## config.mk

```make
export PLATFORM = sky130hd
export DESIGN_NAME = keypad_scanner
export DESIGN_NICKNAME = d
export VERILOG_FILES = /design/src/rtl/keypad_scanner.sv
export SDC_FILE = /design/constraint.sdc
export NUM_CORES = 1
export LEC_CHECK = 0
export CORE_MARGIN = 2
export CORE_UTILIZATION = 60
export DETAILED_ROUTE_END_ITERATION = 8
export PLACE_DENSITY = 0.86
export SYNTH_ARGS = -nofsm -noshare
export SYNTH_HDL_FRONTEND = slang
export SYNTH_SLANG_ARGS = --single-unit
```

## constraint.sdc

```tcl
create_clock -name clk -period 6.1 [get_ports clk]
set_input_delay 1.83 -clock clk [delete_from_list [all_inputs] [get_ports clk]]
set_output_delay 1.83 -clock clk [all_outputs]
set_load 0.05 [all_outputs]
```

## src/rtl/keypad_scanner.sv

```systemverilog
// keypad_scanner: 4x4 keypad column scanner with press and release debounce.
// Drives one column low at a time (one-cold), samples the synchronised rows
// on the last dwell cycle of each column, debounces the lowest-index low row
// and emits one registered key code with a single-cycle key_valid per press.
//
// Latency: for a press that is stable before the sampling cycle, key_valid
// is high exactly DEBOUNCE_CYCLES + 1 cycles after the sampling cycle. The
// two synchroniser cycles are absorbed inside the column dwell, so this is
// the "2 + DEBOUNCE_CYCLES" figure minus one.
//
// Optional feature: define KEYPAD_AUTOREPEAT_EN to re-pulse key_valid every
// REPEAT_CYCLES while the accepted key stays held. Without the macro the
// repeat logic is absent and exactly one key_valid is produced per press.
module keypad_scanner #(
  parameter int SCAN_CYCLES     = 100000,
  parameter int DEBOUNCE_CYCLES = 2000000,
  parameter int REPEAT_CYCLES   = 50000000
) (
  input  logic       clk,
  input  logic       rst_n,
  input  logic [3:0] rows,
  output logic [3:0] cols,
  output logic [3:0] key_code,
  output logic       key_valid,
  output logic       key_down
);

  localparam int DWELL_W = $clog2(SCAN_CYCLES) + 1;
  localparam int DEB_W   = $clog2(DEBOUNCE_CYCLES) + 1;
  localparam logic [DWELL_W-1:0] DWELL_LAST = DWELL_W'(SCAN_CYCLES - 1);
  localparam logic [DEB_W-1:0]   DEB_LAST   = DEB_W'(DEBOUNCE_CYCLES - 1);

  // The sample point must land after the 2-flop synchroniser has seen the new column.
  if (SCAN_CYCLES < 3 || DEBOUNCE_CYCLES < 1 || REPEAT_CYCLES < 1) begin : g_param_check
    $error("keypad_scanner: cycle parameters out of range");
  end

  typedef enum logic [1:0] {
    ST_SCAN     = 2'd0,
    ST_DEBOUNCE = 2'd1,
    ST_HELD     = 2'd2
  } state_t;

  state_t             state_r, state_nxt_s;
  logic [3:0]         rows_meta_r, rows_sync_r;
  logic [1:0]         col_idx_r, col_idx_nxt_s;
  logic [1:0]         row_idx_r, row_idx_nxt_s;
  logic [DWELL_W-1:0] dwell_cnt_r, dwell_cnt_nxt_s;
  logic [DEB_W-1:0]   deb_cnt_r, deb_cnt_nxt_s;
  logic [3:0]         cols_r, cols_nxt_s;
  logic [3:0]         key_code_r, key_code_nxt_s;
  logic               key_valid_r, key_valid_nxt_s;
  logic               key_down_r, key_down_nxt_s;
  logic               row_low_s;

`ifdef KEYPAD_AUTOREPEAT_EN
  localparam int REP_W = $clog2(REPEAT_CYCLES) + 1;
  localparam logic [REP_W-1:0] REP_LAST = REP_W'(REPEAT_CYCLES - 1);
  logic [REP_W-1:0]   rep_cnt_r, rep_cnt_nxt_s;
`endif

  // Keypad layout: (row, col) to hex code.
  function automatic logic [3:0] key_map(input logic [1:0] row, input logic [1:0] col);
    logic [3:0] code;
    case ({row, col})
      4'b00_00: code = 4'h1;
      4'b00_01: code = 4'h2;
      4'b00_10: code = 4'h3;
      4'b00_11: code = 4'hA;
      4'b01_00: code = 4'h4;
      4'b01_01: code = 4'h5;
      4'b01_10: code = 4'h6;
      4'b01_11: code = 4'hB;
      4'b10_00: code = 4'h7;
      4'b10_01: code = 4'h8;
      4'b10_10: code = 4'h9;
      4'b10_11: code = 4'hC;
      4'b11_00: code = 4'h0;
      4'b11_01: code = 4'hF;
      4'b11_10: code = 4'hE;
      4'b11_11: code = 4'hD;
      default:  code = 4'h0;
    endcase
    return code;
  endfunction

  // Lowest-index row that reads low; rows are active-low.
  function automatic logic [1:0] lowest_low_row(input logic [3:0] r);
    logic [1:0] idx;
    if (!r[0])      idx = 2'd0;
    else if (!r[1]) idx = 2'd1;
    else if (!r[2]) idx = 2'd2;
    else if (!r[3]) idx = 2'd3;
    else            idx = 2'd0;
    return idx;
  endfunction

  assign row_low_s = ~rows_sync_r[row_idx_r];

  // Two-flop synchroniser for the asynchronous row inputs (idle high).
  always_ff @(posedge clk or negedge rst_n) begin
    if (!rst_n) begin
      rows_meta_r <= 4'hF;
      rows_sync_r <= 4'hF;
    end else begin
      rows_meta_r <= rows;
      rows_sync_r <= rows_meta_r;
    end
  end

  // Next-state and next-output logic for the SCAN / DEBOUNCE / HELD machine.
  always_comb begin
    state_nxt_s     = state_r;
    col_idx_nxt_s   = col_idx_r;
    row_idx_nxt_s   = row_idx_r;
    dwell_cnt_nxt_s = dwell_cnt_r;
    deb_cnt_nxt_s   = deb_cnt_r;
    key_code_nxt_s  = key_code_r;
    key_valid_nxt_s = 1'b0;
    key_down_nxt_s  = key_down_r;
    cols_nxt_s      = cols_r;
`ifdef KEYPAD_AUTOREPEAT_EN
    rep_cnt_nxt_s   = rep_cnt_r;
`endif

    case (state_r)
      ST_SCAN: begin
        if (dwell_cnt_r == DWELL_LAST) begin
          dwell_cnt_nxt_s = {DWELL_W{1'b0}};
          if (rows_sync_r != 4'hF) begin
            // Column stays driven; remember which row to debounce.
            row_idx_nxt_s = lowest_low_row(rows_sync_r);
            deb_cnt_nxt_s = {DEB_W{1'b0}};
            state_nxt_s   = ST_DEBOUNCE;
          end else begin
            col_idx_nxt_s = col_idx_r + 2'd1;
          end
        end else begin
          dwell_cnt_nxt_s = dwell_cnt_r + DWELL_W'(1);
        end
      end

      ST_DEBOUNCE: begin
        if (row_low_s) begin
          if (deb_cnt_r == DEB_LAST) begin
            key_code_nxt_s  = key_map(row_idx_r, col_idx_r);
            key_valid_nxt_s = 1'b1;
            key_down_nxt_s  = 1'b1;
            deb_cnt_nxt_s   = {DEB_W{1'b0}};
`ifdef KEYPAD_AUTOREPEAT_EN
            rep_cnt_nxt_s   = {REP_W{1'b0}};
`endif
            state_nxt_s     = ST_HELD;
          end else begin
            deb_cnt_nxt_s = deb_cnt_r + DEB_W'(1);
          end
        end else begin
          // Bounce: rescan the same column from the start of its dwell.
          dwell_cnt_nxt_s = {DWELL_W{1'b0}};
          deb_cnt_nxt_s   = {DEB_W{1'b0}};
          state_nxt_s     = ST_SCAN;
        end
      end

      ST_HELD: begin
        if (!row_low_s) begin
`ifdef KEYPAD_AUTOREPEAT_EN
          rep_cnt_nxt_s = {REP_W{1'b0}};
`endif
          if (deb_cnt_r == DEB_LAST) begin
            key_down_nxt_s  = 1'b0;
            col_idx_nxt_s   = col_idx_r + 2'd1;
            dwell_cnt_nxt_s = {DWELL_W{1'b0}};
            deb_cnt_nxt_s   = {DEB_W{1'b0}};
            state_nxt_s     = ST_SCAN;
          end else begin
            deb_cnt_nxt_s = deb_cnt_r + DEB_W'(1);
          end
        end else begin
          deb_cnt_nxt_s = {DEB_W{1'b0}};
`ifdef KEYPAD_AUTOREPEAT_EN
          if (rep_cnt_r == REP_LAST) begin
            rep_cnt_nxt_s   = {REP_W{1'b0}};
            key_valid_nxt_s = 1'b1;
          end else begin
            rep_cnt_nxt_s = rep_cnt_r + REP_W'(1);
          end
`endif
        end
      end

      default: begin
        state_nxt_s     = ST_SCAN;
        col_idx_nxt_s   = 2'd0;
        dwell_cnt_nxt_s = {DWELL_W{1'b0}};
        deb_cnt_nxt_s   = {DEB_W{1'b0}};
        key_down_nxt_s  = 1'b0;
      end
    endcase

    cols_nxt_s = ~(4'b0001 << col_idx_nxt_s);
  end

  // State, counter and output registers.
  always_ff @(posedge clk or negedge rst_n) begin
    if (!rst_n) begin
      state_r     <= ST_SCAN;
      col_idx_r   <= 2'd0;
      row_idx_r   <= 2'd0;
      dwell_cnt_r <= {DWELL_W{1'b0}};
      deb_cnt_r   <= {DEB_W{1'b0}};
      cols_r      <= 4'b1110;
      key_code_r  <= 4'h0;
      key_valid_r <= 1'b0;
      key_down_r  <= 1'b0;
`ifdef KEYPAD_AUTOREPEAT_EN
      rep_cnt_r   <= {REP_W{1'b0}};
`endif
    end else begin
      state_r     <= state_nxt_s;
      col_idx_r   <= col_idx_nxt_s;
      row_idx_r   <= row_idx_nxt_s;
      dwell_cnt_r <= dwell_cnt_nxt_s;
      deb_cnt_r   <= deb_cnt_nxt_s;
      cols_r      <= cols_nxt_s;
      key_code_r  <= key_code_nxt_s;
      key_valid_r <= key_valid_nxt_s;
      key_down_r  <= key_down_nxt_s;
`ifdef KEYPAD_AUTOREPEAT_EN
      rep_cnt_r   <= rep_cnt_nxt_s;
`endif
    end
  end

  assign cols      = cols_r;
  assign key_code  = key_code_r;
  assign key_valid = key_valid_r;
  assign key_down  = key_down_r;

endmodule

```

### Word-level counts from Yosys, hierarchy flattened

Memory sizes are Yosys's and may differ from the RTL's. A register that Yosys moved wholly into a read port is not among the register bits.
Cells that the tools add are included.

| storage, ports and cells | value |
|---|---|
| output and inout bits | 10 |
| memories kept | 1 |
| word-level logic and storage cells | 77 |
| flip-flop bits (word level) | 60 |
| memory bits (read-only) | 64 |
| latch bits | 0 |
| input bits | 6 |
| memory bits (writable) | 0 |

| operators by class | value |
|---|---|
| shift-type cells | 1 |
| divide/modulo/power cells | 0 |
| eq/ne operators | 13 |
| $lt $le $gt $ge | 1 |
| add/subtract/negate cells | 3 |
| bitwise logic cells | 3 |
| reductions and logical operators | 8 |
| mux-type cells | 37 |
| multipliers | 0 |

Memories:

| name | words | bits a word | rd ports | clocked after Yosys merged registers in | wr ports | RTL line | RTL |
|---|---|---|---|---|---|---|---|
| (name not given) | 16 | 4 | 1 | 1 | 0 | 65 | `case ({row, col})` |

Operator list:

| cell | count |
|---|---|
| 22-bit 2-to-1 mux | 5 |
| 18-bit 2-to-1 mux | 4 |
| 22-bit case mux with 3 select lines | 1 |
| 18-bit case mux with 3 select lines | 1 |
| 2-bit 2-to-1 mux | 14 |
| 22-bit by 1-bit adder with 22-bit output (second input constant) | 1 |
| 22-bit by 21-bit == test with 1-bit output (second input constant) | 1 |
| 18-bit by 1-bit adder with 18-bit output (second input constant) | 1 |
| 18-bit by 17-bit == test with 1-bit output (second input constant) | 1 |
| 2-bit != test (second input constant) | 7 |
| 2-bit case mux with 3 select lines | 2 |
| 5-bit AND reduction | 2 |
| 3-bit AND reduction | 3 |
| 1-bit 2-to-1 mux | 8 |
| 4-bit != test (second input constant) | 1 |
| 4-bit inverter | 1 |
| 1-bit by 2-bit left shift with 4-bit output (first input constant) | 1 |
| 2-bit by 3-bit < comparator with 1-bit output (second input constant) | 1 |
| 3-bit != test (second input constant) | 1 |
| 1-bit case mux with 3 select lines | 1 |
| 2-bit by 1-bit adder with 2-bit output (second input constant) | 1 |
| 1-bit binary-select mux with 2-bit select | 1 |
| 2-bit by 1-bit == test with 1-bit output (second input constant) | 1 |
| 2-bit == test (second input constant) | 1 |
| 4 further kinds | 5 |

### Depth between registers and ports, before layout

Gate-level depths: netlist of the first run.

| depth | value |
|---|---|
| depth in word-level cells | 6 |
| depth in mapped cells | 9 |
| depth with buffers taken out | 7 |

### Worst setup path after synthesis of the first run

Ideal clock, no wire load.

| timing path | value |
|---|---|
| kind | register to output |
| from | register cols_r[1] (netlist: cols[1]) |
| to | output port cols[1] |
| buffers on the path | 0 |
| setup slack | 3.614 ns |
| arrival time | 0.656 ns |
| cell stages (with the launch flop) | 1 |
| required time | 4.270 ns |
| cell sequence | dfstp_2 |

RTL lines:

| item | RTL line | RTL |
|---|---|---|
| start, declared | 50 | `logic [3:0] cols_r, cols_nxt_s;` |
| start signal, assigned | 225 | `cols_r <= cols_nxt_s;` |
| end, declared | 22 | `output logic [3:0] cols,` |

No word-level cell between the ends.

### Final worst setup path of the first run

| timing path | value |
|---|---|
| from | register cols_r[1] (netlist: cols[1]) |
| to | output port cols[1] |

No word-level cell between the ends.

==> results of run 1 <==
-- per-stage QoR --
stage,hold WS (ns),power [W]
6_report,0.350,0.000856
4_1_cts,0.352,0.000859
5_1_grt,0.351,0.000883
3_3_place_gp,0.345,0.000454
2_1_floorplan,0.345,0.000442
3_5_place_dp,0.347,0.000455
-- registers in the layout, indices dropped and copies added, names as in the netlist --
register and cells:
rows_meta_r 4, cols 4, key_valid 1, col_idx_r 2
state_r 2, rows_sync_r 4, row_idx_r 2, dwell_cnt_r 18
deb_cnt_r 22, key_code 4, key_down 1
-- how the worst max path moves through the flow --
stage	start	end	slack (ns)	depth (start not counted)
finish	cols[1]	cols[1]	2.61	1
global placement	cols[1]	cols[1]	2.99	1
CTS	cols[1]	cols[1]	2.60	1
floorplan	cols[1]	cols[1]	3.61	0
global route	cols[1]	cols[1]	2.57	1
detailed placement	cols[1]	cols[1]	2.98	1
-- Yosys cell counts, types with 3 or more instances --
master    instances  share of area, %
or4_1             8               1.6
and4_1            6               1.4
dfstp_2          11               7.9
o22ai_1           3              0.51
and3_1            3              0.51
o31ai_1           6               1.2
o41ai_1           8               1.9
o21ai_0          22               3.0
ha_1              9               3.1
nor3_1           13               1.8
a21oi_1          28               3.8
inv_1            27               2.8
a22o_1           14               3.3
clkbuf_1         11               1.1
mux2_2            3              0.92
and2_1            4              0.68
nor2b_1           3              0.51
nand3_1          18               2.4
nor4_1           11               1.9
a2111o_1          5               1.5
nand4_1           9               1.5
a31oi_1           9               1.5
a211o_1           3              0.71
nand2b_1          3              0.51
dfrtp_1          53                36
mux2i_1           8               2.2
o211ai_1          3              0.61
nor2_1           22               2.2
a21o_1            3              0.61
nand2_1          22               2.2
-- layout make-up --
type	count	area [µm²]	area share [%]
clock buffers	11	141	3.44
flip-flops and latches	64	1620	39.3
well taps	75	93.8	2.28
repair buffers	20	183	4.44
inverters	27	101	2.47
multi-input cells	278	1900	46.1
clock inverters	5	80.1	1.95
-- power breakdown --
part | total, W | switching [W] | internal, W
logic | 0.0000152 | 0.0000106 | 0.00000459
registers | 0.000431 | 0.00000223 | 0.000429
clock network | 0.000410 | 0.000169 | 0.000241
-- layer usage --
metal,track usage [%],up-vias
li1,-,1506
met1,35.3,1587
met2,44.6,141
met3,6.41,33
met4,12.7,0
met5,0,-
-- kinds of logic after synthesis --
family          count (synthesis)  share of synthesized area [%]
buf+inv                        42                           4.56
compound gates                119                           22.5
simple gates                  136                           21.7
mux                            13                           4.01
fa+ha+maj                       9                           3.06
flops                          64                           43.9
xor+xnor                        1                          0.238
==> impl_metrics.ini, run 1 <==
[status]
status = completed

[synth]
avgSynthCellArea_um2 = 9.58
synth-edff-count = 0
synthDistinctLibCells = 59
synth_seq_cells = 64
synth_ff_type = dfrtp_1
netlist_instances = 384
async_flop_share_pct = 100
ys_seq_area_share_pct = 43.9
syn-cell-area_um2 = 3680
syn_nets = 399
yosys_warnings = 0

[placed_design]
pre_cts_slack_ns = 2.98
hpwl_um = 5710
placed_cell_area_um2 = 3890
dp.cells = 464
io_buffers = 15
gp_congestion = 0.865

[cts]
clkTransAtPathRegs_ns = 0.08
holdBufCountCts = 0
cts-resized-gates = 0
htree_levels = 3
numClockSinks = 64
clk_latency_ns = 0.35
cts_root_buffer = clkbuf_8
numCtsBuffers = 9
cts_tree = done
clockBufferDepth = 2
cts_setup_buffers = 0

[worst_hold_path]
hold_end = rows_sync_r[1]
worstHoldPathCells = 0
hold_path_class = flip-flop to flip-flop
worstHoldStart = rows_meta_r[1]

[sta]
slew_headroom_pct = 26.9
layout_setup_ws_ns = 2.61
tightest_slew_ns = 1.09
fmax_mhz = 286
setup-violations-final = 0
finalClockSkew_ns = 0.0120
hold_viol_final = 0
fin_crit_ns = 3.49
finalCritPeriodShare_pct = 57.3
rsz0062_at_grt = false
setup_tns_ns = 0
finalMaxSlewViolations = 0

[detailed_routing]
first_pass_iters = 5
via_per_inst = 6.81
vias = 3267
routed_wl_um = 8550
wl_per_cell_um = 17.8
met1_length_um = 3670
met2WireLength_um = 4150
antenna_left = 0
drc_errors = 0
wl_met3_um = 477
top_layer_used = met4
drtIter0Drc = 315

[final_layout]
diodes = 0
layout_commonest_cell = dfrtp_1
final_cells = 480
syn_to_final_growth_pct = 11.7
n_fill_cell = 447
nNetsFinal = 415
final_cell_mix = 53 x dfrtp_1, 28 x a21oi_1, 27 x inv_1
drive_above_1_share_pct = 11.9
final_util_pct = 69.4
stdcell_area_um2 = 4110

[critical_path]
cp.required_ns = 4.27
crit_path_start_kind = flip-flop
end_kind = output port
crit_buf_inv = 1
r2r_setup_slack_ns = 3.18
path_class = flip-flop to output port
max_stage_delay_ns = 0.79
timing.rr.end = dwell_cnt_r[13]
crit_fanout = 1
critPathSlowestCell = clkdlybuf4s50_1
path_cells = clkdlybuf4s50_1
rr_worst_depth = 4
r2r_start = row_idx_r[0]
cp.arrival_ns = 1.66
cp_top_family = buffers and inverters

[global_routing]
track_usage_pct = 27.6
grt_pass1_vias = 3082
grt_pass1_wl_um = 14300
grt_start_max_net_pins = 65
overflow = 0
antenna_found_initial = 0

[die]
coreArea_um2 = 5920
start_util_pct = 62.1
fp-row-count = 28
num_io_pins = 16
die-height_um = 82.3
fp.dieW_um = 82.3
die-area_um2 = 6770

[power_and_ir_drop]
leakage_nw = 1.61
powerDensity_nw_per_um2 = 208
ir_worst_vdd_mv = 0.183

[run]
max-cap-violations = 0
No activity file was read; power rests on OpenSTA's default activity.
==> run 2: changes to the inputs <==
CORE_UTILIZATION = 55   (was 60)
PLACE_DENSITY = 0.83   (was 0.86)
clock period = 3.15 ns   (was 6.1 ns; I/O delays follow)
==> run 2 against run 1 <==
Against the previous run:
- the flow now finishes with violations (DRC)
- via count decreased by 3.5%
- sequential power increased by 94%
- sequential cell count unchanged
- clock-buffer cell count decreased by 1
- register-to-register slack got worse by 2.7 ns
- routed wire length decreased by 6.8%
- clock skew decreased by 0.0030 ns
- global-route usage decreased by 4.0 points
- critical path type is now flip-flop to flip-flop
- largest cell class unchanged
==> impl_metrics.ini, run 2 (synthesized netlist as in run 1, its figures left out) <==
[cts]
numCtsBuffers = 9
cts-resized-gates = 0
cts_root_buffer = clkbuf_8
clockBufferDepth = 2
htree_levels = 3
numClockSinks = 64
clkTransAtPathRegs_ns = 0.07
cts_setup_buffers = 0
holdBufCountCts = 0
cts_tree = done
clk_latency_ns = 0.36

[die]
fp.dieW_um = 85.8
fp-row-count = 29
start_util_pct = 57.3
die-height_um = 85.8
coreArea_um2 = 6420
num_io_pins = 16
die-area_um2 = 7360

[sta]
fin_crit_ns = 2.71
finalClockSkew_ns = 0.00896
hold_viol_final = 0
hold_ws_ns = 0.355
rsz0062_at_grt = false
setup_tns_ns = 0
finalMaxSlewViolations = 0
setup-violations-final = 0
finalCritPeriodShare_pct = 86.0
slew_headroom_pct = 46.7
fmax_mhz = 369
tightest_slew_ns = 0.800

[critical_path]
r2r_start = deb_cnt_r[11]
crit_path_start_kind = flip-flop
path_class = flip-flop to flip-flop
rr_worst_depth = 6
end_kind = flip-flop
crit_fanout = 14
cp.required_ns = 3.38
cp.arrival_ns = 2.94
crit_path_start = deb_cnt_r[11]

[detailed_routing]
via_per_inst = 6.50
drc_errors = 1
vias = 3152
drtIter0Drc = 203
first_pass_iters = 6
antenna_left = 0
routed_wl_um = 7970
wl_per_cell_um = 16.4

[power_and_ir_drop]
p_clk_share_pct = 45.9
p_int_w = 0.00123
p_total_w = 0.00160
powerDensity_nw_per_um2 = 388
combPwrFrac_pct = 1.9
p_seq_share_pct = 52.2
ir_worst_vdd_mv = 0.313
switching_power_w = 0.000370
leakage_nw = 1.62
p_sw_share_pct = 23.1

[final_layout]
syn_to_final_growth_pct = 12.0
n_fill_cell = 522
drive_above_1_share_pct = 12.7
largest_register_ffs = 22
nNetsFinal = 418
final_cell_mix = 53 x dfrtp_1, 28 x a21oi_1, 27 x inv_1
layout_commonest_cell = dfrtp_1
top_register = deb_cnt_r
final_util_pct = 64.1
top_regs = deb_cnt_r (22), dwell_cnt_r (18)
diodes = 0

[placed_design]
io_buffers = 15
hpwl_um = 5490
gp_congestion = 0.832

[global_routing]
overflow = 0
track_usage_pct = 23.6
antenna_found_initial = 0
grt_pass1_wl_um = 13800
grt_start_max_net_pins = 65
grt_pass1_vias = 3018

[worst_hold_path]
worstHoldPathCells = 0
worstHoldStart = rows_meta_r[2]
hold_path_class = flip-flop to flip-flop

[status]
status = finished with violations
violations = DRC

[run]
max-cap-violations = 0
[run 2: final cells by class]
class                      count  area [µm²]  area share [%]
clock buffer                  10         138            3.34
clock inverter                 6        67.6            1.64
inverter                      27         101            2.46
multi-input combinational    278        1900            46.0
sequential                    64        1620            39.2
tap                           77        96.3            2.34
timing repair buffer          23         205            4.98
[run 2: worst paths after layout]
kind                                   endpoint  slack, ns
worst max-delay path            dwell_cnt_r[14]       0.44
worst min-delay path             rows_sync_r[2]       0.36
worst max register to register  dwell_cnt_r[14]       0.44
worst min register to register   rows_sync_r[2]       0.36
max in group asynchronous         deb_cnt_r[14]       1.87
min in group asynchronous        dwell_cnt_r[5]       0.76
[run 2: metal layers]
layer / vias up / global-route usage, % / part of all wire [%]
met5: - / 0 / 0
met4: 0 / 10.1 / 1.5
met3: 9 / 3.85 / 3.8
met2: 79 / 38.8 / 49
met1: 1545 / 31.2 / 45
li1: 1519 / - / -
[run 2: power by group through the flow]
stage / clock network (W) / logic, W / registers [W]
floorplan: 0 / 0.00000662 / 0.000849
global placement: 0 / 0.0000302 / 0.000850
detailed placement: 0 / 0.0000309 / 0.000850
CTS: 0.000744 / 0.0000312 / 0.000835
global route: 0.000784 / 0.0000345 / 0.000835
finish: 0.000734 / 0.0000296 / 0.000835
[run 2: worst max-delay path, stage by stage (launching register included)]
cell     delay (ns)
dfrtp_1        0.42
or4_4          0.57
nor4_4         0.40
a31oi_2        0.38
buf_4          0.29
o41ai_1        0.40
a21oi_1        0.11
[run 2: through the flow]
step	worst slack, ns	std cells	area [µm²]
6_report	0.441	485	4120
5_1_grt	0.241	485	4120
4_1_cts	0.483	485	4120
3_5_place_dp	0.496	469	3910
3_3_place_gp	0.556	469	3910
2_1_floorplan	0.766	384	3680
==> run 3: changes to the inputs <==
SKIP_LAST_GASP = 1   (was not set)
==> results of run 3 <==
No change in the layout: final DEF, timing and power equal those of run 2.
